## src/rtl/uart_cmd_pkg.sv

```systemverilog
// Shared constants for the UART command-frame parser: FSM state encodings,
// default start-of-frame byte and frame field offsets.
package uart_cmd_pkg;

  localparam logic [2:0] ST_IDLE   = 3'd0;
  localparam logic [2:0] ST_ADDR   = 3'd1;
  localparam logic [2:0] ST_LEN    = 3'd2;
  localparam logic [2:0] ST_DATA   = 3'd3;
  localparam logic [2:0] ST_CSUM   = 3'd4;
  localparam logic [2:0] ST_COMMIT = 3'd5;

  localparam logic [7:0] SOF_DEFAULT = 8'hAA;

  // Byte offsets of the fixed frame fields; payload starts at OFS_DATA.
  localparam int OFS_SOF  = 0;
  localparam int OFS_ADDR = 1;
  localparam int OFS_LEN  = 2;
  localparam int OFS_DATA = 3;

endpackage

```

## src/rtl/uart_cmd_parser_if.sv

```systemverilog
// Byte-stream input and register-write bus of the UART command parser.
// master: the parser side; slave: the byte source / bus consumer side.
interface uart_cmd_if;
  logic [7:0] RX_DATA;
  logic       RX_VALID;
  logic       WR_EN;
  logic [7:0] WR_ADDR;
  logic [7:0] WR_DATA;
  logic       FRAME_OK;
  logic       FRAME_ERR;
  logic       BUSY;

  modport master (
    input  RX_DATA, RX_VALID,
    output WR_EN, WR_ADDR, WR_DATA, FRAME_OK, FRAME_ERR, BUSY
  );

  modport slave (
    output RX_DATA, RX_VALID,
    input  WR_EN, WR_ADDR, WR_DATA, FRAME_OK, FRAME_ERR, BUSY
  );
endinterface

```

## src/rtl/uart_cmd_buf.sv

```systemverilog
// Payload buffer: MAX_LEN x 8 flops, one write port, combinational read port.
// Index values at or beyond MAX_LEN read as zero and never write.
module uart_cmd_buf #(
  parameter int MAX_LEN = 16,
  parameter int IW      = $clog2(MAX_LEN + 1)
) (
  input  logic          CLK,
  input  logic          we,
  input  logic [IW-1:0] widx,
  input  logic [7:0]    wdata,
  input  logic [IW-1:0] ridx,
  output logic [7:0]    rdata
);

  logic [7:0] mem [MAX_LEN];

  // Store one payload byte at widx.
  always_ff @(posedge CLK) begin
    for (int i = 0; i < MAX_LEN; i++) begin
      if (we && (widx == IW'(i))) mem[i] <= wdata;
    end
  end

  // Read mux over all entries.
  always_comb begin
    rdata = '0;
    for (int i = 0; i < MAX_LEN; i++) begin
      if (ridx == IW'(i)) rdata = mem[i];
    end
  end

endmodule

```

## src/rtl/uart_cmd_parser.sv

```systemverilog
// UART command-frame decoder and register-write sequencer.
// Frame: SOF ADDR LEN DATA[0..LEN-1] CSUM, CSUM = XOR of ADDR, LEN and DATA.
// Writes are issued only after the checksum matches.
// Optional macro UART_CMD_TIMEOUT_EN adds an inter-byte timeout of TIMEOUT_CYC.
//
// state     | meaning
// ----------+-----------------------------------------------
// ST_IDLE   | waiting for SOF, other bytes ignored
// ST_ADDR   | expecting start address, seeds checksum
// ST_LEN    | expecting payload length, range checked
// ST_DATA   | collecting payload into buffer
// ST_CSUM   | expecting checksum byte
// ST_COMMIT | issuing LEN writes, then FRAME_OK
module uart_cmd_parser
  import uart_cmd_pkg::*;
#(
  parameter logic [7:0] SOF     = SOF_DEFAULT,
  parameter int         MAX_LEN = 16
`ifdef UART_CMD_TIMEOUT_EN
  , parameter int       TIMEOUT_CYC = 50000
`endif
) (
  input logic        CLK,
  input logic        RESET,
  uart_cmd_if.master bus
);

  localparam int IW = $clog2(MAX_LEN + 1);

  logic [2:0]    state;
  logic [7:0]    csum;
  logic [7:0]    start_addr;
  logic [IW-1:0] idx;
  logic [IW-1:0] len_q;
  logic [7:0]    buf_rdata;
  logic          buf_we;
  logic          len_bad;
  logic          timeout;
  logic          wr_en_q, frame_ok_q, frame_err_q;
  logic [7:0]    wr_addr_q, wr_data_q;

  assign buf_we  = (state == ST_DATA) && bus.RX_VALID;
  assign len_bad = (bus.RX_DATA == 8'd0) || (bus.RX_DATA > 8'(MAX_LEN));

  uart_cmd_buf #(.MAX_LEN(MAX_LEN), .IW(IW)) u_buf (
    .CLK   (CLK),
    .we    (buf_we),
    .widx  (idx),
    .wdata (bus.RX_DATA),
    .ridx  (idx),
    .rdata (buf_rdata)
  );

`ifdef UART_CMD_TIMEOUT_EN
  localparam int TW = (TIMEOUT_CYC > 1) ? $clog2(TIMEOUT_CYC) : 1;
  logic [TW-1:0] timer;
  logic          in_frame;

  assign in_frame = (state == ST_ADDR) || (state == ST_LEN) ||
                    (state == ST_DATA) || (state == ST_CSUM);
  assign timeout  = in_frame && (timer == TW'(TIMEOUT_CYC - 1));

  // Inter-byte timer: restarts on every byte, idle outside the receive states.
  always_ff @(posedge CLK) begin
    if (RESET || !in_frame || bus.RX_VALID) timer <= '0;
    else                                    timer <= timer + TW'(1);
  end
`else
  assign timeout = 1'b0;
`endif

  // Frame FSM, checksum, address counter and output strobes.
  always_ff @(posedge CLK) begin
    if (RESET) begin
      state       <= ST_IDLE;
      csum        <= '0;
      start_addr  <= '0;
      idx         <= '0;
      len_q       <= '0;
      wr_en_q     <= 1'b0;
      wr_addr_q   <= '0;
      wr_data_q   <= '0;
      frame_ok_q  <= 1'b0;
      frame_err_q <= 1'b0;
    end else begin
      wr_en_q     <= 1'b0;
      frame_ok_q  <= 1'b0;
      frame_err_q <= 1'b0;
      if (timeout && !bus.RX_VALID) begin
        frame_err_q <= 1'b1;
        state       <= ST_IDLE;
      end else begin
        case (state)
          ST_IDLE: begin
            if (bus.RX_VALID && (bus.RX_DATA == SOF)) state <= ST_ADDR;
          end
          ST_ADDR: begin
            if (bus.RX_VALID) begin
              start_addr <= bus.RX_DATA;
              csum       <= bus.RX_DATA;
              state      <= ST_LEN;
            end
          end
          ST_LEN: begin
            if (bus.RX_VALID) begin
              if (len_bad) begin
                frame_err_q <= 1'b1;
                state       <= ST_IDLE;
              end else begin
                len_q <= IW'(bus.RX_DATA);
                csum  <= csum ^ bus.RX_DATA;
                idx   <= '0;
                state <= ST_DATA;
              end
            end
          end
          ST_DATA: begin
            if (bus.RX_VALID) begin
              csum <= csum ^ bus.RX_DATA;
              if (idx == len_q - IW'(1)) begin
                idx   <= '0;
                state <= ST_CSUM;
              end else begin
                idx <= idx + IW'(1);
              end
            end
          end
          ST_CSUM: begin
            if (bus.RX_VALID) begin
              if (bus.RX_DATA == csum) begin
                // First write leaves on the cycle right after the checksum byte.
                wr_en_q   <= 1'b1;
                wr_addr_q <= start_addr;
                wr_data_q <= buf_rdata;
                idx       <= IW'(1);
                state     <= ST_COMMIT;
              end else begin
                frame_err_q <= 1'b1;
                state       <= ST_IDLE;
              end
            end
          end
          ST_COMMIT: begin
            if (idx < len_q) begin
              wr_en_q   <= 1'b1;
              wr_addr_q <= wr_addr_q + 8'd1;
              wr_data_q <= buf_rdata;
              idx       <= idx + IW'(1);
            end else begin
              frame_ok_q <= 1'b1;
              state      <= ST_IDLE;
            end
          end
          default: state <= ST_IDLE;
        endcase
      end
    end
  end

  assign bus.WR_EN     = wr_en_q;
  assign bus.WR_ADDR   = wr_addr_q;
  assign bus.WR_DATA   = wr_data_q;
  assign bus.FRAME_OK  = frame_ok_q;
  assign bus.FRAME_ERR = frame_err_q;
  assign bus.BUSY      = (state != ST_IDLE);

endmodule
```

## src/flat_wrapper.sv

```systemverilog
// flat-port wrapper written by rule: the top's interface ports become plain ports
module uart_cmd_parser_flat import uart_cmd_pkg::*;
#(
  parameter logic [7:0] SOF     = SOF_DEFAULT,
  parameter int         MAX_LEN = 16

)
  (CLK, RESET, bus_RX_DATA, bus_RX_VALID, bus_WR_EN, bus_WR_ADDR, bus_WR_DATA, bus_FRAME_OK, bus_FRAME_ERR, bus_BUSY);
  uart_cmd_if bus_i ();
  input logic CLK;
  input logic RESET;
  input wire logic [$bits(bus_i.RX_DATA)-1:0] bus_RX_DATA;
  input wire logic [$bits(bus_i.RX_VALID)-1:0] bus_RX_VALID;
  output wire logic [$bits(bus_i.WR_EN)-1:0] bus_WR_EN;
  output wire logic [$bits(bus_i.WR_ADDR)-1:0] bus_WR_ADDR;
  output wire logic [$bits(bus_i.WR_DATA)-1:0] bus_WR_DATA;
  output wire logic [$bits(bus_i.FRAME_OK)-1:0] bus_FRAME_OK;
  output wire logic [$bits(bus_i.FRAME_ERR)-1:0] bus_FRAME_ERR;
  output wire logic [$bits(bus_i.BUSY)-1:0] bus_BUSY;
  assign bus_i.RX_DATA = bus_RX_DATA;
  assign bus_i.RX_VALID = bus_RX_VALID;
  assign bus_WR_EN = bus_i.WR_EN;
  assign bus_WR_ADDR = bus_i.WR_ADDR;
  assign bus_WR_DATA = bus_i.WR_DATA;
  assign bus_FRAME_OK = bus_i.FRAME_OK;
  assign bus_FRAME_ERR = bus_i.FRAME_ERR;
  assign bus_BUSY = bus_i.BUSY;
  uart_cmd_parser #(.SOF(SOF), .MAX_LEN(MAX_LEN)) u_core (.CLK(CLK), .RESET(RESET), .bus(bus_i));
endmodule
```

## config.mk

```make
export PLATFORM = sky130hd
export DESIGN_NAME = uart_cmd_parser_flat
export DESIGN_NICKNAME = d
export VERILOG_FILES = /design/src/rtl/uart_cmd_pkg.sv /design/src/rtl/uart_cmd_parser_if.sv /design/src/rtl/uart_cmd_buf.sv /design/src/rtl/uart_cmd_parser.sv /design/src/flat_wrapper.sv
export SDC_FILE = /design/constraint.sdc
export NUM_CORES = 1
export LEC_CHECK = 0
export CAP_MARGIN = 20
export CORE_MARGIN = 8
export CORE_UTILIZATION = 45
export CTS_CLUSTER_DIAMETER = 60
export DETAILED_ROUTE_END_ITERATION = 8
export DONT_BUFFER_PORTS = 1
export SLEW_MARGIN = 15
export SYNTH_ARGS = -nofsm -noshare
export SYNTH_HDL_FRONTEND = slang
export SYNTH_SLANG_ARGS = --single-unit
```

## constraint.sdc

```tcl
create_clock -name CLK -period 3.2 [get_ports CLK]
set_clock_uncertainty 0.1 [all_clocks]
set_input_delay 0.16 -clock CLK [delete_from_list [all_inputs] [get_ports CLK]]
set_output_delay 0.16 -clock CLK [all_outputs]
set_load 0.01 [all_outputs]
```

==> results.cfg <==
[grt]
antenna_found_initial = 0
gr-total-overflow = 0
grt_usage_pct = 21.2
grt_max_degree = 53
grt_pass1_vias = 6183
grt_pass1_wl_um = 38000

[setup_path]
critPathKind = flip-flop to flip-flop
cp.arrival_ns = 3.11
crit_fanout = 52
critPathLaunchType = flip-flop
crit_path_end_kind = flip-flop
required_ns = 3.46

[synth]
yosysWarnings = 0
ys_types = 80
synth_area_leaders = edfxtp_1 (46%), dfxtp_1 (11%), a21oi_1 (4.4%), nand2_1 (4.0%), o21ai_0 (2.6%)
ys_ff_latch = 176
async_flop_share_pct = 0
yosysTopAreaCell = edfxtp_1
synth_edf_count = 128
syn_inst = 780
ys.flop_type = edfxtp_1
ys_seq_area_share_pct = 57.2
avgSynthCellArea_um2 = 10.8
synth_top_area_share_pct = 45.8
synth.net_count = 803
syn_area_um2 = 8400

[floorplan]
dieArea_um2 = 23300
start_util_pct = 45.4
core-area_um2 = 18500
die_width_um = 153
ios = 31
placementRows = 50
die_h_um = 153

[timing]
max_freq_ghz = 0.350
post-route-period-util_pct = 89.3
min_period_ns = 2.86
rsz0062_at_grt = false
tightest_slew_ns = 1.15
setup-tns-final_ns = 0
finalHoldViolCount = 0
setup_violations = 0
relSlewSlack_pct = 23.1
slew_violations = 0

[place]
placed_area_um2 = 8660
dp_hpwl_um = 15100
place_congestion = 0.903
io_buffers = 0

[run]
max-cap-violations = 0

[final_layout]
syn2layout_area_growth_pct = 13.4
multi_input_area_um2 = 3250
fill_cells = 1612
nets = 818
final_area_um2 = 9530
regArea_um2 = 4810
final_layout_size_suffix_gt1_share_pct = 11.1

[route]
routedWlPerCell_um = 23.8
ant_nets = 0
drtIter0Drc = 791
wirelength_um = 24900
drc_errors = 0
vias = 6561
viasPerCell = 6.29
firstDrtPassIters = 6

[clocking]
post_cts.repair.setup_buffers = 0
worstSkewPairLatency_ns = 0.45
cts_buffers = 17
root_buffer = clkbuf_16
clock_path_buffers = 2
cts_tree = yes
cts_sinks = 176
htreeDepth = 4
clk_pin_slew_ns = 0.07

[power_and_ir_drop]
power_density_nw_per_um2 = 480
leakage_nw = 3.14
ir_worst_vdd_v = 0.000378

[hold_path]
worstHoldPathType = input port to flip-flop

[run_status]
status = completed
[cell usage after synthesis, types with 8 or more instances]
cell,count
edfxtp_1,128
a21oi_1,74
nand3_1,17
nand2b_1,18
a31oi_1,9
o211ai_1,9
xor2_1,8
a211oi_1,8
inv_1,16
nand2_1,90
buf_2,8
ha_1,12
nor3_1,22
dfxtp_1,48
clkbuf_1,36
o221ai_1,8
o21ai_0,44
nor2_1,51
o31ai_1,12
xnor2_1,8
[per-layer routing]
metal	wire length (um)	vias to the layer above	GRT usage [%]
li1	-	2967	-
met1	10300	3175	28.0
met2	11700	374	33.9
met3	2310	45	5.16
met4	483	0	6.41
met5	0	-	0
[metrics by stage]
stage               util (%)  total power, mW  hold slack, ns  worst slack [ns]  instances
global route            51.4             4.68          0.0551             0.105       1042
global placement        46.8             2.51           0.134             0.504        987
CTS                     51.2             4.57          0.0202            0.0614       1040
finish                  51.4             4.57          0.0321             0.343       1043
floorplan                  -             2.52           0.159             0.528        780
detailed placement      46.8             2.51           0.135             0.436        987
[report_power, final]
part / internal [mW] / total, mW / switching (mW)
clock: 1.10 / 2.03 / 0.927
sequential: 2.44 / 2.44 / 0.000325
combinational: 0.0252 / 0.0973 / 0.0721
[state kept, by name (all words and copies together) (netlist names), 3 cells and up]
name                count
u_core.len_q            5
u_core.idx              5
u_core.start_addr       8
u_core.bus.WR_ADDR      8
u_core.state            3
u_core.u_buf.mem      128
u_core.bus.WR_DATA      8
u_core.csum             8
[layout by cell type (no fill, tap or decap), types with 5 or more instances in the layout]
| cell | Yosys | final |
|---|---|---|
| edfxtp_1 | 128 | 128 |
| nand2_1 | 90 | 90 |
| a21oi_1 | 74 | 74 |
| nor2_1 | 51 | 51 |
| dfxtp_1 | 48 | 46 |
| o21ai_0 | 44 | 44 |
| buf_4 | 0 | 29 |
| nor3_1 | 22 | 22 |
| clkbuf_16 | 0 | 19 |
| dlygate4sd3_1 | 0 | 19 |
| nand2b_1 | 18 | 18 |
| nand3_1 | 17 | 17 |
| inv_1 | 16 | 16 |
| o31ai_1 | 12 | 12 |
| ha_1 | 12 | 12 |
| o211ai_1 | 9 | 9 |
| a31oi_1 | 9 | 9 |
| o221ai_1 | 8 | 8 |
| a211oi_1 | 8 | 8 |
| xor2_1 | 8 | 8 |
| xnor2_1 | 8 | 8 |
| nor2b_1 | 7 | 7 |
| nand3b_1 | 7 | 7 |
| nor3b_1 | 6 | 6 |
| a32oi_1 | 5 | 5 |
| mux2i_1 | 5 | 5 |
| o22ai_1 | 5 | 5 |
[critical path, stage by stage (launching register included)]
cell	delay [ns]
dfxtp_1	0.47
ha_1	0.25
buf_12	0.25
clkinv_1	0.50
nor2_1	0.55
a21oi_1	0.17
a32o_1	0.27
o31ai_1	0.20
[timing repair]
action / in CTS / in global routing
hold buffers: 21 / 0
gates resized for setup: 0 / 4
setup endpoints to repair: 0 / 1
hold endpoints to repair: 170 / 0
[path summary, 6_finish.rpt]
path,from,endpoint,slack [ns],cells past startpoint
max reg2reg,u_core.idx[1],u_core.bus.WR_DATA[4],0.34,7
max,u_core.idx[1],u_core.bus.WR_DATA[4],0.34,7
min,bus_RX_VALID,u_core.state[0],0.03,4
min reg2reg,u_core.start_addr[5],u_core.start_addr[5],0.37,2
[layout make-up]
cell class | count | area share (%)
sequential | 176 | 50.5
multi-input combinational | 528 | 34.1
timing repair buffer | 54 | 5.57
clock buffer | 21 | 5.07
tap | 234 | 3.07
clock inverter | 11 | 1.01
inverter | 18 | 0.709
antenna | 1 | 0.0263
[logic make-up after synthesis]
| logic type | after synthesis | share of synthesized area, % |
|---|---|---|
| muxes | 5 | 0.596 |
| DFF | 176 | 57.2 |
| AOI/OAI and AO/OA | 237 | 18.8 |
| adders and majority gates | 12 | 1.79 |
| and+or+nand+nor | 258 | 15.7 |
| xor gates and xnor gates | 16 | 1.67 |
| buffers and inverters | 76 | 4.22 |
No activity file was read; power rests on OpenSTA's default activity.
